===== src/rtl/fetch_pkg.sv =====
// Shared definitions for the instruction fetch slice: machine width, reset
// address, instruction size and the word-alignment helper.
package fetch_pkg;

  localparam int unsigned XLEN             = 32;
  localparam int unsigned INSTR_BYTES      = 4;
  localparam logic [XLEN-1:0] DEFAULT_RESET_PC = 32'h0000_0000;

  typedef logic [XLEN-1:0] addr_t;

  // Instructions are word aligned, so the two low address bits are always zero.
  function automatic addr_t align_word(input addr_t addr);
    return addr & ~addr_t'(3);
  endfunction

endpackage


===== src/rtl/fetch_pc_reg.sv =====
// Program counter register with asynchronous active-low reset to a fixed value.
module pc_reg
  import fetch_pkg::*;
#(
  parameter int unsigned     WIDTH     = XLEN,
  parameter logic [WIDTH-1:0] RESET_VAL = '0
) (
  input  logic             clk,
  input  logic             rst_n,
  input  logic [WIDTH-1:0] pc_d,
  output logic [WIDTH-1:0] pc_q
);

  always_ff @(posedge clk or negedge rst_n) begin
    if (!rst_n) begin
      pc_q <= RESET_VAL;
    end else begin
      pc_q <= pc_d;
    end
  end

endmodule


===== src/rtl/fetch.sv =====
// Instruction fetch PC: sequential increment by PC_STEP, one-cycle branch
// redirect with word-aligned target, branch has priority over increment.
module fetch
  import fetch_pkg::*;
#(
  parameter addr_t       RESET_PC = DEFAULT_RESET_PC,
  parameter int unsigned PC_STEP  = INSTR_BYTES
) (
  input  logic  clk,
  input  logic  rst_n,
  input  logic  branch_taken,
  input  addr_t branch_target,
  output addr_t pc_out,
  output addr_t instr_addr
);

  addr_t pc_d;
  addr_t pc_q;

  // Sequential addition wraps naturally modulo 2^XLEN.
  always_comb begin
    pc_d = pc_q + addr_t'(PC_STEP);
    if (branch_taken) begin
      pc_d = align_word(branch_target);
    end
  end

  pc_reg #(
    .WIDTH    (XLEN),
    .RESET_VAL(align_word(RESET_PC))
  ) u_pc_reg (
    .clk  (clk),
    .rst_n(rst_n),
    .pc_d (pc_d),
    .pc_q (pc_q)
  );

  assign pc_out     = pc_q;
  assign instr_addr = pc_q;

`ifndef SYNTHESIS
  a_outputs_equal : assert property (@(posedge clk) disable iff (!rst_n)
    pc_out == instr_addr);

  a_pc_aligned : assert property (@(posedge clk) disable iff (!rst_n)
    pc_out[1:0] == 2'b00);

  a_legal_update : assert property (@(posedge clk) disable iff (!rst_n)
    1'b1 |=> ($past(branch_taken) ? (pc_q == align_word($past(branch_target)))
                                  : (pc_q == $past(pc_q) + addr_t'(PC_STEP))));
`endif

endmodule


===== config.mk =====
export PLATFORM = sky130hd
export DESIGN_NAME = fetch
export DESIGN_NICKNAME = d
export VERILOG_FILES = /design/src/rtl/fetch_pkg.sv /design/src/rtl/fetch_pc_reg.sv /design/src/rtl/fetch.sv
export SDC_FILE = /design/constraint.sdc
export NUM_CORES = 1
export LEC_CHECK = 0
export ABC_AREA = 1
export CORE_ASPECT_RATIO = 1.25
export CORE_MARGIN = 3
export CORE_UTILIZATION = 38
export DETAILED_ROUTE_END_ITERATION = 12
export GPL_TIMING_DRIVEN = 0
export HOLD_SLACK_MARGIN = 0.1
export PLACE_DENSITY = 0.77
export SLEW_MARGIN = 10
export SYNTH_ARGS = -nofsm -noshare
export SYNTH_HDL_FRONTEND = slang
export SYNTH_SLANG_ARGS = --single-unit

===== constraint.sdc =====
create_clock -name clk -period 1.45 [get_ports clk]
set_input_delay 0.2175 -clock clk [delete_from_list [all_inputs] [get_ports clk]]
set_output_delay 0.2175 -clock clk [all_outputs]
set_load 0.03 [all_outputs]

---- Word level (Yosys, flattened, before mapping) ----
Cells that the tools add are included.
word-level totals
  flip-flop bits (word level) ............. 32
  output and inout port bits .............. 64
  input bits .............................. 35
operators by class
  multiplexer cells ....................... 1
  add/sub/neg operators ................... 1
operator list
  kind                                            count
  adder 32 x 3 -> 32 bit (second input constant)  1
  2-to-1 mux 32 bit                               1

---- Longest topological paths before layout ----
Gate-level depths: netlist (run 1).
  depth after elaboration ................. 2
  mapped depth ............................ 9
  mapped depth without buffers ............ 9

---- Cells and area by module ----
Synthesis (run 1) repeated with hierarchy kept, for this count alone.
second synthesis, totals
  cells, all modules ...................... 338
  area, all modules ....................... 2349.8 µm²
modules (own cells, without submodules)
  module  instances  cells each  sequential area each (µm²)  area each (µm²)
  fetch   1          306         0.0                         1549.0
  pc_reg  1          32          800.8                       800.8

---- Least setup slack after synthesis (run 1) ----
Ideal clock, no wire load.
  path type ............................... register to register
  start point ............................. register u_pc_reg.pc_q[2]
  end point ............................... register u_pc_reg.pc_q[24]
  arrival time ............................ 1490 ps
  clock period less this slack ............ 1608 ps
  data required time ...................... 1332 ps
  stages on the path, launching flop included .. 9
  setup slack ............................. -158 ps
  path buffers ............................ 0
  cell sequence ........................... dfrtp_1 -> ha_1 -> nand2_1 -> nor2_4 -> nand2_1 -> nor2_1 -> nand3_1 -> nand3_1 -> nand2_1
between the ends
  word-level cells in the longest chain between the ends .. 2
ends and longest elaborated chain
  element                   line                text
  start: declaration        fetch_pc_reg.sv:11  output logic [WIDTH-1:0] pc_q
  start signal: assignment  fetch_pc_reg.sv:18  pc_q <= pc_d;
  adder 32 x 3 -> 32 bit    fetch.sv:22         pc_d = pc_q + addr_t'(PC_STEP);
  2-to-1 mux 32 bit         fetch.sv:23         if (branch_taken) begin
  net pc_d[24]              fetch.sv:17         addr_t pc_d;
The timed path passes the listed nets, and every way through them passes these cells.

---- Worst setup path after layout (run 1) ----
  start point ............................. register u_pc_reg.pc_q[2]
  end point ............................... register u_pc_reg.pc_q[28]
Same word-level chain as after synthesis.

==> flow_summary.json, run 1 <==
{
  "crit_path_cell_trace": "ha_4, nand2_4, nor2_4, nand2_4, nor2_4, nand3_1, nand3_1, nand2_1",
  "synth_top_cell_by_area": "dfrtp_1",
  "r2r_end": "u_pc_reg.pc_q[28]$_DFF_PN0_",
  "cellLeakagePower_nw": 1.67,
  "global_route.usage.total_pct": 18.9,
  "worst_skew_pair.late_latency_ns": 0.29,
  "run_status": "complete, no violations",
  "post_syn_area_per_cell_um2": 6.70,
  "hold-path-endpoint": "u_pc_reg.pc_q[6]$_DFF_PN0_",
  "placeableCoreArea_um2": 5560,
  "synth-edff-count": 0,
  "register_area_um2": 774,
  "slowest_stage": "dfrtp_2",
  "critPathCaptureType": "flop",
  "syn_area_um2": 2240,
  "drt_drc_violations_left": 0,
  "drt_first_pass_iters": 4,
  "detailedPlacementHpwl_um": 4790,
  "power_density_nw_per_um2": 885,
  "synth_seq_cells": 30,
  "slowest_delay_ns": 0.41,
  "insertedDiodeCount": 0,
  "gp_routability_congestion": 0.918,
  "route.detailed.vias_per_inst": 4.68,
  "detailed_place.area_um2": 3260,
  "asr_flop_ratio_synth_pct": 100,
  "total_instance_count_after_detailed_placement": 493,
  "floorplan.initialDensity_pct": 40.3,
  "report.final.setup_viol": 0,
  "worst_pin_slew_ns": 0.700,
  "final.fill_count": 530,
  "critPathMaxFanout": 5,
  "ctsLongestPathBuffers": 2,
  "worst_setup_slack_final_ns": 0.0227,
  "wl_um": 6240,
  "worstPathBufferInverterCount": 0,
  "synthesis_warning_total": 0,
  "die_ar_um2": 6850,
  "cts_tree": "yes",
  "clock_sink_count": 30,
  "largest_register_ffs": 30,
  "die_h_um": 91.8,
  "hold_viol": 0,
  "start_kind": "flop",
  "first_iter_violations": 89,
  "layout-area-overhead-vs-synth_pct": 53.0,
  "netlist.area_leader.share_pct": 33.6,
  "clock_skew_ns": 0.0110,
  "fin_crit_period_ns": 1.43,
  "highest_attainable_clock_frequency_mhz": 701,
  "synthesis.instances": 334,
  "slew_headroom_pct": 53.3,
  "synth_top_cells_by_count": "129 x nand2_1, 36 x nor2_1, 35 x buf_4",
  "fp-row-count": 30,
  "route.vias.total": 2373,
  "clock-root-buffer": "clkbuf_8",
  "hold_crit_depth": 3,
  "grt_setup_unrepaired": "true",
  "largest-register": "u_pc_reg.pc_q",
  "h-tree-depth": 2,
  "via_count_of_the_first_global_routing_pass": 2312,
  "synth_top_cells_by_area": "dfrtp_1 34%, nand2_1 22%, buf_4 12%, nand3_1 6.9%, nor2_1 6.0%",
  "peakVddDrop_uv": 523,
  "timing_max_transition_violations_final": 0,
  "ios": 99,
  "worst_hold_startpoint": "branch_target[6]",
  "pre_cts_ws_ns": -0.153,
  "initial_antenna_violation_count": 0,
  "pin_count_of_the_biggest_net_entering_global_routing": 31,
  "yosys.cell_count.top_type": "nand2_1",
  "biggest_regs": "u_pc_reg.pc_q: 30 flops",
  "clkSlewWorstSetupHoldPaths_ns": 0.07,
  "area_taken_by_multi_input_logic_gates_um2": 1190,
  "critPathRequiredTime_ns": 1.62,
  "critical-path-top-delay-family": "simple AND/OR/NAND/NOR gates",
  "post_route_cells_drive_above_1_share_pct": 27.5,
  "ant_nets": 0,
  "postSynth.topFlopCell": "dfrtp_1",
  "io_buffers": 92,
  "r2r.worst_path.cells": 8,
  "timing.final.crit_share_pct": 98.4,
  "instances_no_fill": 507,
  "setup_tns_ns": 0,
  "r2r-start": "u_pc_reg.pc_q[2]$_DFF_PN0_",
  "post_dr_wirelength_cell_um": 12.3,
  "rrSetupSlack_ns": 0.02,
  "wire_length_of_the_first_global_routing_pass_um": 10200,
  "ys_seq_area_share_pct": 33.6,
  "path_class": "reg -> reg",
  "dieWidth_um": 74.6,
  "fin_nets": 478,
  "hold_ws_ns": 0.456,
  "hold_path.class": "in -> reg",
  "max_cap_violations": 0,
  "final_cell_area_um2": 3420,
  "numCtsBuffers": 5,
  "worst-endpoint-arrival_ns": 1.60,
  "globalRouteOverflowTotal": 0,
  "synth.distinct_cells": 25
}
-- worst register-to-register path, cell delays in order, from the launching register on --
cell and delay (ns):
dfrtp_2 0.41, ha_4 0.16, nand2_4 0.06, nor2_4 0.16, nand2_4 0.11, nor2_4 0.19, nand3_1 0.10, nand3_1 0.09
nand2_1 0.05
-- timing repair --
action,4_1_cts,5_1_grt
pin swaps,1,6
setup endpoints to repair,64,40
endpoints found under the hold margin,30,0
setup buffers,2,3
gates resized for setup,89,52
hold buffers,1,0
-- placed cells by master (no fill, tap or decap), types with 2 or more instances in the layout --
cell and count:
conb_1 4, nor2_1 30, o21bai_1 2, clkbuf_1 4, buf_4 41, nand2_2 7
dlygate4sd2_1 32, dfrtp_2 19, nor2_2 5, o21ai_0 7, xor2_1 3, clkdlybuf4s15_1 9
nand3_2 2, o21ai_1 2, nand3_1 29, a21oi_1 2, inv_1 23, clkbuf_8 6
clkbuf_2 11, dfrtp_1 11, nand2_1 125, clkdlybuf4s50_1 31, nor2_4 13, buf_6 2
nand2_4 3, and2_1 3, clkdlybuf4s15_2 7
-- kinds of logic (layout without fill, tap and decap cells) --
| kind of cell | count (synthesis) | after routing | synth area share, % |
|---|---|---|---|
| other cells | 1 | 4 | 0.168 |
| buf+inv | 64 | 170 | 17.3 |
| flops | 30 | 30 | 33.6 |
| simple gates | 221 | 221 | 43.8 |
| compound gates | 14 | 14 | 3.41 |
| fa+ha+maj | 1 | 1 | 0.559 |
| xor+xnor | 3 | 3 | 1.17 |
-- metrics by stage --
step                      total power [W]  utilization, %
after global placement            0.00220            58.9
after detailed placement          0.00222            58.8
after floorplan                   0.00172               -
after CTS                         0.00300            60.6
after global routing              0.00316            61.6
final                             0.00303            61.6
-- power breakdown --
| part | internal (W) | switching [W] |
|---|---|---|
| combinational | 0.000447 | 0.000629 |
| clock | 0.000560 | 0.000338 |
| sequential | 0.000926 | 0.000129 |
| total | 0.00193 | 0.00110 |
-- layout make-up --
class | count | share of cell area [%]
Buffer | 40 | 8.66
Timing Repair Buffer | 98 | 25.5
Clock buffer | 7 | 2.52
Inverter | 24 | 2.63
Sequential cell | 30 | 22.6
Multi-Input combinational cell | 243 | 34.8
Tap cell | 64 | 2.34
Clock inverter | 1 | 0.877
-- worst max-delay path by stage --
stage | startpoint | to | slack (ns) | cells past startpoint
detailed placement | branch_taken | u_pc_reg.pc_q[16]$_DFF_PN0_ | -0.15 | 5
CTS | u_pc_reg.pc_q[26]$_DFF_PN0_ | pc_out[26] | 0.005 | 2
floorplan | u_pc_reg.pc_q[3]$_DFF_PN0_ | u_pc_reg.pc_q[26]$_DFF_PN0_ | -0.002 | 8
global placement | rst_n | u_pc_reg.pc_q[3]$_DFF_PN0_ | -0.50 | 1
global route | u_pc_reg.pc_q[2]$_DFF_PN0_ | u_pc_reg.pc_q[22]$_DFF_PN0_ | -0.08 | 8
finish | u_pc_reg.pc_q[2]$_DFF_PN0_ | u_pc_reg.pc_q[28]$_DFF_PN0_ | 0.02 | 8
-- routing by layer --
metal | share of wire, % | GRT usage (%)
met1 | 40 | 21.6
met2 | 53 | 34.7
met4 | 1.6 | 5.64
met5 | 0 | 0
met3 | 5.5 | 2.96
Power figures use the tool's default switching activity.
==> inputs of run 2 (changes only) <==
Settings changed: PLACE_DENSITY 0.77 to unset, PLACE_DENSITY_LB_ADDON set to 0.25, SLEW_MARGIN 10 to unset.
==> flow_summary.json, run 2 (synthesis gave the netlist of run 1 again) <==
{
  "cellLeakagePower_nw": 1.66,
  "timing.final.crit_share_pct": 97.8,
  "crit_path_start": "u_pc_reg.pc_q[3]$_DFF_PN0_",
  "max_cap_violations": 0,
  "drt_first_pass_iters": 4,
  "numCtsBuffers": 5,
  "clkSlewWorstSetupHoldPaths_ns": 0.07,
  "gr-max-usage-layer": "met2",
  "fin_util_pct": 61.0,
  "io_buffers": 92,
  "first_iter_violations": 81,
  "die_ar_um2": 6850,
  "globalRouteOverflowTotal": 0,
  "gp_routability_congestion": 0.923,
  "worst_skew_pair.late_latency_ns": 0.29,
  "fin_nets": 477,
  "layout-area-overhead-vs-synth_pct": 51.4,
  "post_dr_wirelength_cell_um": 12.2,
  "grt_setup_unrepaired": "true",
  "path_class": "reg -> out",
  "slew_headroom_pct": 52.8,
  "clock-root-buffer": "clkbuf_8",
  "grt.met1_usage_pct": 22.1,
  "final_common_cell": "nand2_1",
  "power_density_nw_per_um2": 836,
  "via_count_of_the_first_global_routing_pass": 2368,
  "fp-row-count": 30,
  "cts_tree": "yes",
  "insertedDiodeCount": 0,
  "h-tree-depth": 2,
  "ios": 99,
  "ant_nets": 0,
  "grt_use_met2_pct": 33.1,
  "ctsLongestPathBuffers": 2,
  "total_instance_count_after_detailed_placement": 493,
  "report.final.setup_viol": 0,
  "initial_antenna_violation_count": 0,
  "critPathCaptureType": "output pin",
  "hold_path.class": "in -> reg",
  "global_route.usage.total_pct": 18.9,
  "wl_um": 6190,
  "floorplan.initialDensity_pct": 40.3,
  "instances_no_fill": 506,
  "peakVddDrop_uv": 429,
  "die_h_um": 91.8,
  "post_route_cells_drive_above_1_share_pct": 28.7,
  "clock_skew_ns": 0.00694,
  "drt_drc_violations_left": 0,
  "worst_hold_startpoint": "branch_target[18]",
  "layout_common_cells": "125 x nand2_1, 41 x buf_4, 31 x clkdlybuf4s50_1, 31 x dlygate4sd2_1, 29 x nor2_1",
  "critPathMaxFanout": 4,
  "fin_crit_period_ns": 1.42,
  "largest-register": "u_pc_reg.pc_q",
  "worst-endpoint-arrival_ns": 1.20,
  "route.vias.total": 2393,
  "critPathRequiredTime_ns": 1.23,
  "highest_attainable_clock_frequency_mhz": 705,
  "detailedPlacementHpwl_um": 4780,
  "placeableCoreArea_um2": 5560,
  "start_kind": "flop",
  "run_status": "complete, no violations",
  "worst_pin_slew_ns": 0.708,
  "largest_register_ffs": 30,
  "clock_sink_count": 30,
  "dieWidth_um": 74.6,
  "pin_count_of_the_biggest_net_entering_global_routing": 31,
  "groute.layer.met3.usage_pct": 4.61,
  "timing_max_transition_violations_final": 0,
  "hold_viol": 0,
  "biggest_regs": "u_pc_reg.pc_q: 30 flops",
  "wire_length_of_the_first_global_routing_pass_um": 10300,
  "hold_ws_ns": 0.460,
  "r2r-start": "u_pc_reg.pc_q[3]$_DFF_PN0_",
  "route.detailed.vias_per_inst": 4.73
}
-- run 2: changes by cell type in the layout (fill, tap and decap cells not counted), moves of 2 or more --
| cell | before | now |
|---|---|---|
| dfrtp_1 | 11 | 13 |
| clkdlybuf4s15_2 | 7 | 11 |
| clkdlybuf4s15_1 | 9 | 4 |
| nor2_2 | 5 | 7 |
| dfrtp_2 | 19 | 17 |
-- run 2: repair_timing --
action | in CTS | in global routing
buffers inserted | 1 | 3
hold buffers | 1 | 0
cloned | 0 | 0
endpoints found under the hold margin | 30 | 0
gates resized for setup | 98 | 47
pin swaps | 1 | 5
endpoints found under the setup margin | 64 | 37
-- run 2: layout make-up --
| cell class | count | area, µm² |
|---|---|---|
| Timing Repair Buffer | 97 | 866 |
| Fill cell | 532 | 2170 |
| Inverter | 24 | 90.1 |
| Tap cell | 64 | 80.1 |
| Multi-Input combinational cell | 243 | 1190 |
| Clock inverter | 1 | 5.00 |
| Buffer | 40 | 297 |
| Sequential cell | 30 | 772 |
| Clock buffer | 7 | 86.3 |
-- run 2: path summary, 6_finish.rpt --
kind                                                     to  slack (ns)  depth (start not counted)
worst max-delay path                              pc_out[3]        0.03                          2
worst min-delay path            u_pc_reg.pc_q[18]$_DFF_PN0_        0.46                          3
worst max register to register  u_pc_reg.pc_q[20]$_DFF_PN0_        0.03                          8
worst min register to register   u_pc_reg.pc_q[2]$_DFF_PN0_        0.54                          1
max in group asynchronous       u_pc_reg.pc_q[20]$_DFF_PN0_        0.44                          2
min in group asynchronous       u_pc_reg.pc_q[25]$_DFF_PN0_        0.52                          2
-- run 2: through the flow --
stage	cell area (µm²)	setup WS [ns]	setup TNS, ns	power [W]
final	3390	0.0324	0	0.00283
after detailed placement	3260	-0.136	-2.78	0.00222
after floorplan	2270	-0.00201	-0.00201	0.00172
after CTS	3340	0.00756	0	0.00285
after global placement	3270	-0.542	-15.30	0.00220
after global routing	3390	-0.0608	-0.276	0.00298
-- run 2: report_power, final --
group | internal [W] | switching, W | total [W]
Sequential | 0.000926 | 0.000131 | 0.00106
Combinational | 0.000440 | 0.000626 | 0.00107
Clock | 0.000382 | 0.000325 | 0.000708
-- run 2: routing by layer --
metal	share of wire, %	up-vias
met5	0	-
met4	2.0	0
met3	7.6	12
met2	51	83
met1	40	1087
li1	-	1211
-- run 2: worst max-delay path: stages, from the launching register on --
cell and delay, ns:
dfrtp_2 0.45, buf_4 0.14, clkdlybuf4s15_1 0.33
==> variant 1, RTL diff (config.mk and constraints of run 1) <==
Put a register stage on the output `instr_addr`. The value now appears one clock later. The other outputs are not delayed to match.
--- a/src/rtl/fetch.sv
+++ b/src/rtl/fetch.sv
@@ -38,3 +38,5 @@
   assign pc_out     = pc_q;
-  assign instr_addr = pc_q;
+  always_ff @(posedge clk) begin
+    instr_addr <= pc_q;
+  end
 
Behaviour: not the same (a bounded check fails within 4 cycles, from zero or initial values and one cycle with rst_n low).
==> variant 1 against run 1 <==
The flow now finishes with violations (setup timing); routed wire length rose by 17%; critical path depth did not move; sequential share of layout area rose by 12 points; worst setup slack got worse by 37 ps; combinational power fell by 9%; total power rose by 59%; sequential cell count rose by 30; hold slack got worse by 64 ps; design area rose by 16%; synthesized area rose by 17%; synthesized cell count did not move; core utilization fell by 1.4 points; critical path type unchanged.
==> variant 1: results (changes against run 1) <==
Parameter                              Value

Status
  Result of the run    finished with violations (was finished, final reports clean)
  Violated checks    setup timing

Drt
  First-iteration detailed-routing DRC count    86 (was 89)
  Met2 wire length    3780 um (was 3290 um)

Yosys
  Share of synthesized cell area in full adder, half adder and majority cells    0.479% (was 0.559%)
  Top post-synthesis cells by count    nand2_1, nor2_1, nand3_1, dfrtp_1, dfxtp_1 (was nand2_1, nor2_1, buf_4, nand3_1, dfrtp_1)
  XOR/XNOR Fraction of Synth Area    1.01% (was 1.17%)
  Number of library cell types mapped by synthesis    26 (was 25)

Clock tree
  Clock insertion delay at the later pin of the skew report    350 ps (was 290 ps)
  Cells resized by post-CTS repair    73 (was 89)
  CTS buffer count    9 (was 5)
  Number of buffers added for setup after CTS    1 (was 2)

Finish
  Area of the multi-input gates    0.00122 sq mm (was 0.00119 sq mm)
  Sequential cells    60 (was 30)
  Clock Network Area Fraction    6.07% (was 3.40%)
  Registers with the highest flip-flop counts    instr_addr: 30 flops, u_pc_reg.pc_q: 30 flops (was u_pc_reg.pc_q: 30 flops)
  Share of the core filled with cells    60.2% (was 61.6%)
  Fraction of final layout cells with drive strength greater than 1    19.8% (was 27.5%)
  Final standard cell count with taps included and fillers excluded    537 (was 507)

Global route
  Via count of the first global-routing pass    2466 (was 2312)
  GRT Resource Usage Total    19.1% (was 18.9%)
  Wire length of the first global-routing pass    11600 um (was 10200 um)

Timing
  Setup-violating endpoint count in the final report    1 (was 0)
  Hold WS    392 ps (was 456 ps)
  Sum Neg Setup Slack    -14.1 ps (was 0 ps)
  Least setup slack across all paths after layout    -14.1 ps (was 22.7 ps)

Pwr
  Psw    0.00143 W (was 0.00110 W)

Placed design
  Placed cells    516 (was 493)
  Worst slack, placed    -215 ps (was -153 ps)

Worst hold path
  Min-Delay Startpoint    branch_target[15] (was branch_target[6])
  Worst Hold Path EP    u_pc_reg.pc_q[15]$_DFF_PN0_ (was u_pc_reg.pc_q[6]$_DFF_PN0_)

Critical path
  Maximum fanout along the worst path    6 (was 5)
[variant 1: changes by cell type in the layout (fill, tap and decap cells not counted), moves of 4 or more]
| cell | delta |
|---|---|
| dfrtp_2 | -4 |
| dfrtp_1 | +4 |
| dlygate4sd2_1 | +11 |
| clkbuf_2 | -6 |
| clkbuf_8 | +4 |
| dfxtp_1 | +30 |
| clkdlybuf4s15_2 | -5 |
| buf_4 | -32 |
[variant 1: layer usage]
layer | vias to the layer above | global-route usage [%]
met4 | 0 | 8.32
met2 | 83 | 32.3
met3 | 14 | 3.93
li1 | 1256 | -
met1 | 1140 | 23.2
met5 | - | 0
[variant 1: power groups by stage]
stage          Clock, W  Combinational [W]  Sequential [W]
4_1_cts         0.00186           0.000956         0.00197
6_report        0.00183           0.000987         0.00198
3_5_place_dp          0            0.00105         0.00201
2_1_floorplan         0           0.000246         0.00230
5_1_grt         0.00193            0.00106         0.00201
3_3_place_gp          0            0.00104         0.00200
==> variant 2, RTL diff (flow settings as in run 1) <==
Without the edit above. The package constant `XLEN` goes from 32 to 64.
--- a/src/rtl/fetch_pkg.sv
+++ b/src/rtl/fetch_pkg.sv
@@ -4,3 +4,3 @@
 
-  localparam int unsigned XLEN             = 32;
+  localparam int unsigned XLEN             = 64;
   localparam int unsigned INSTR_BYTES      = 4;
Interface: changed (resized branch_target, instr_addr and pc_out); port bits go from 99 to 195. No check against the original RTL was run, so the function may have changed too.
==> variant 2 against run 1 <==
Largest power group unchanged; the run now ends with setup timing left; worst setup slack lost 260 ps; routed wire length grew to 3.5 times the old value; largest cell class unchanged; critical path depth grew 2; first-iteration DRC count grew to 5.2 times the old value; sequential cell count grew 32; total power grew 140%; synthesized area grew 120%; design area grew to 2.6 times the old value.
==> variant 2: results (changes against run 1) <==
Parameter                              Value

Status
  Result of the run    finished with violations (was finished, final reports clean)
  Violated checks    setup timing

Clock tree
  Clk root buf    clkbuf_16 (was clkbuf_8)
  Clock insertion delay at the later pin of the skew report    340 ps (was 290 ps)
  H-tree lvl count    3 (was 2)
  Clock-pin transition on the worst setup and hold timing paths    50 ps (was 70 ps)
  Number of clock sinks    62 (was 30)
  CTS buffer count    9 (was 5)

Yosys
  Seq/Total Area, Yosys    32.1% (was 33.6%)
  Leading cell types by total area after synthesis    dfrtp_1, nand2_1, buf_4, nor2_1, nand3_1 (was dfrtp_1, nand2_1, buf_4, nand3_1, nor2_1)
  Top post-synthesis cells by count    nand2_1, nor2_1, buf_4, dfrtp_1, inv_1 (was nand2_1, nor2_1, buf_4, nand3_1, dfrtp_1)

Placed design
  Worst slack, placed    -351 ps (was -153 ps)
  Cell area reported after detailed placement    0.00700 sq mm (was 0.00326 sq mm)
  Placed cells    1094 (was 493)
  HPWL reported at the end of detailed placement    13600 um (was 4790 um)
  Final weighted congestion in routability-driven placement    0.933 (was 0.918)

Drt
  Iteration count of the initial detailed-routing pass    7 (was 4)
  Post-DR vias/cell    5.16 (was 4.68)
  First-iteration detailed-routing DRC count    461 (was 89)
  Wirelength, routed    21600 um (was 6240 um)

Finish
  Fraction of final layout cells with drive strength greater than 1    49.7% (was 27.5%)
  Final standard cell count with taps included and fillers excluded    1208 (was 507)
  Nets    1107 (was 478)

Critical path
  Arrival time of data at the critical path endpoint    1960 ps (was 1600 ps)
  Cell depth of the worst flop-to-flop path    10 (was 8)

Timing
  Worst clock skew on the final layout    5.71 ps (was 11.0 ps)
  Hold WS    408 ps (was 456 ps)
  Least setup slack across all paths after layout    -239 ps (was 22.7 ps)
  Setup-violating endpoint count in the final report    89 (was 0)
  Rel. slew slack    45.1% (was 53.3%)

Global route
  Largest net degree at the start of global routing    63 (was 31)
  Via count of the first global-routing pass    5572 (was 2312)
  GRT Resource Usage Total    26.2% (was 18.9%)

Worst hold path
  Min-Delay Startpoint    branch_target[49] (was branch_target[6])
  Worst Hold Path EP    u_pc_reg.pc_q[49]$_DFF_PN0_ (was u_pc_reg.pc_q[6]$_DFF_PN0_)

Pwr
  Worst vdd ir    0.572 mV (was 0.523 mV)
[variant 2: cell count changes in the layout (fill, tap and decap cells not counted), moves of 16 or more]
cell             before  now
clkdlybuf4s15_2       7   53
dfrtp_2              19   58
nand2_4               3   37
nand2_2               7   48
dlygate4sd2_1        32   51
o21ai_1               2   18
nor2_4               13   54
buf_4                41  157
inv_1                23   49
clkdlybuf4s50_1      31   62
nor2_2                5   28
nand2_1             125  200
buf_6                 2   20
[variant 2: power breakdown]
group          total [W]  switching, W  leakage [nW]  internal, W
clock            0.00236      0.000814         0.157      0.00155
sequential       0.00223      0.000305         0.688      0.00192
combinational    0.00273       0.00152          3.56      0.00121
[variant 2: area by class of cell]
type	instances	area [sq um]
plain buffers	79	548
repair buffers	285	2630
multi-input cells	545	3470
well taps	164	205
flip-flops and latches	62	1620
inverters	57	224
fillers	911	3250
clock buffers	12	246
clock inverters	4	70.1
[variant 2: repair_timing]
action	in CTS	in global routing
endpoints found under the setup margin	168	78
resized for setup	448	145
setup buffers	50	47
pin swaps	51	74
hold buffers	1	0
endpoints found under the hold margin	62	0
[variant 2: routing by layer]
layer / GRT usage, % / up-vias / wire length (um) / share of wire, %
met1: 30.4 / 2916 / 7790 / 36
met2: 46.7 / 384 / 10900 / 50
met3: 5.05 / 95 / 1670 / 7.7
met5: 0 / - / 0 / 0
li1: - / 2840 / - / -
met4: 10.5 / 0 / 1250 / 5.8
[variant 2: cell families after synthesis]
group	synth area share (%)
AO/OA/AOI/OAI	6.06
XOR/XNOR	4.53
adder cells (fa/ha/maj)	0.259
buffers and inverters	15.8
flip-flops	32.1
other	0.0776
AND/OR/NAND/NOR	41.2
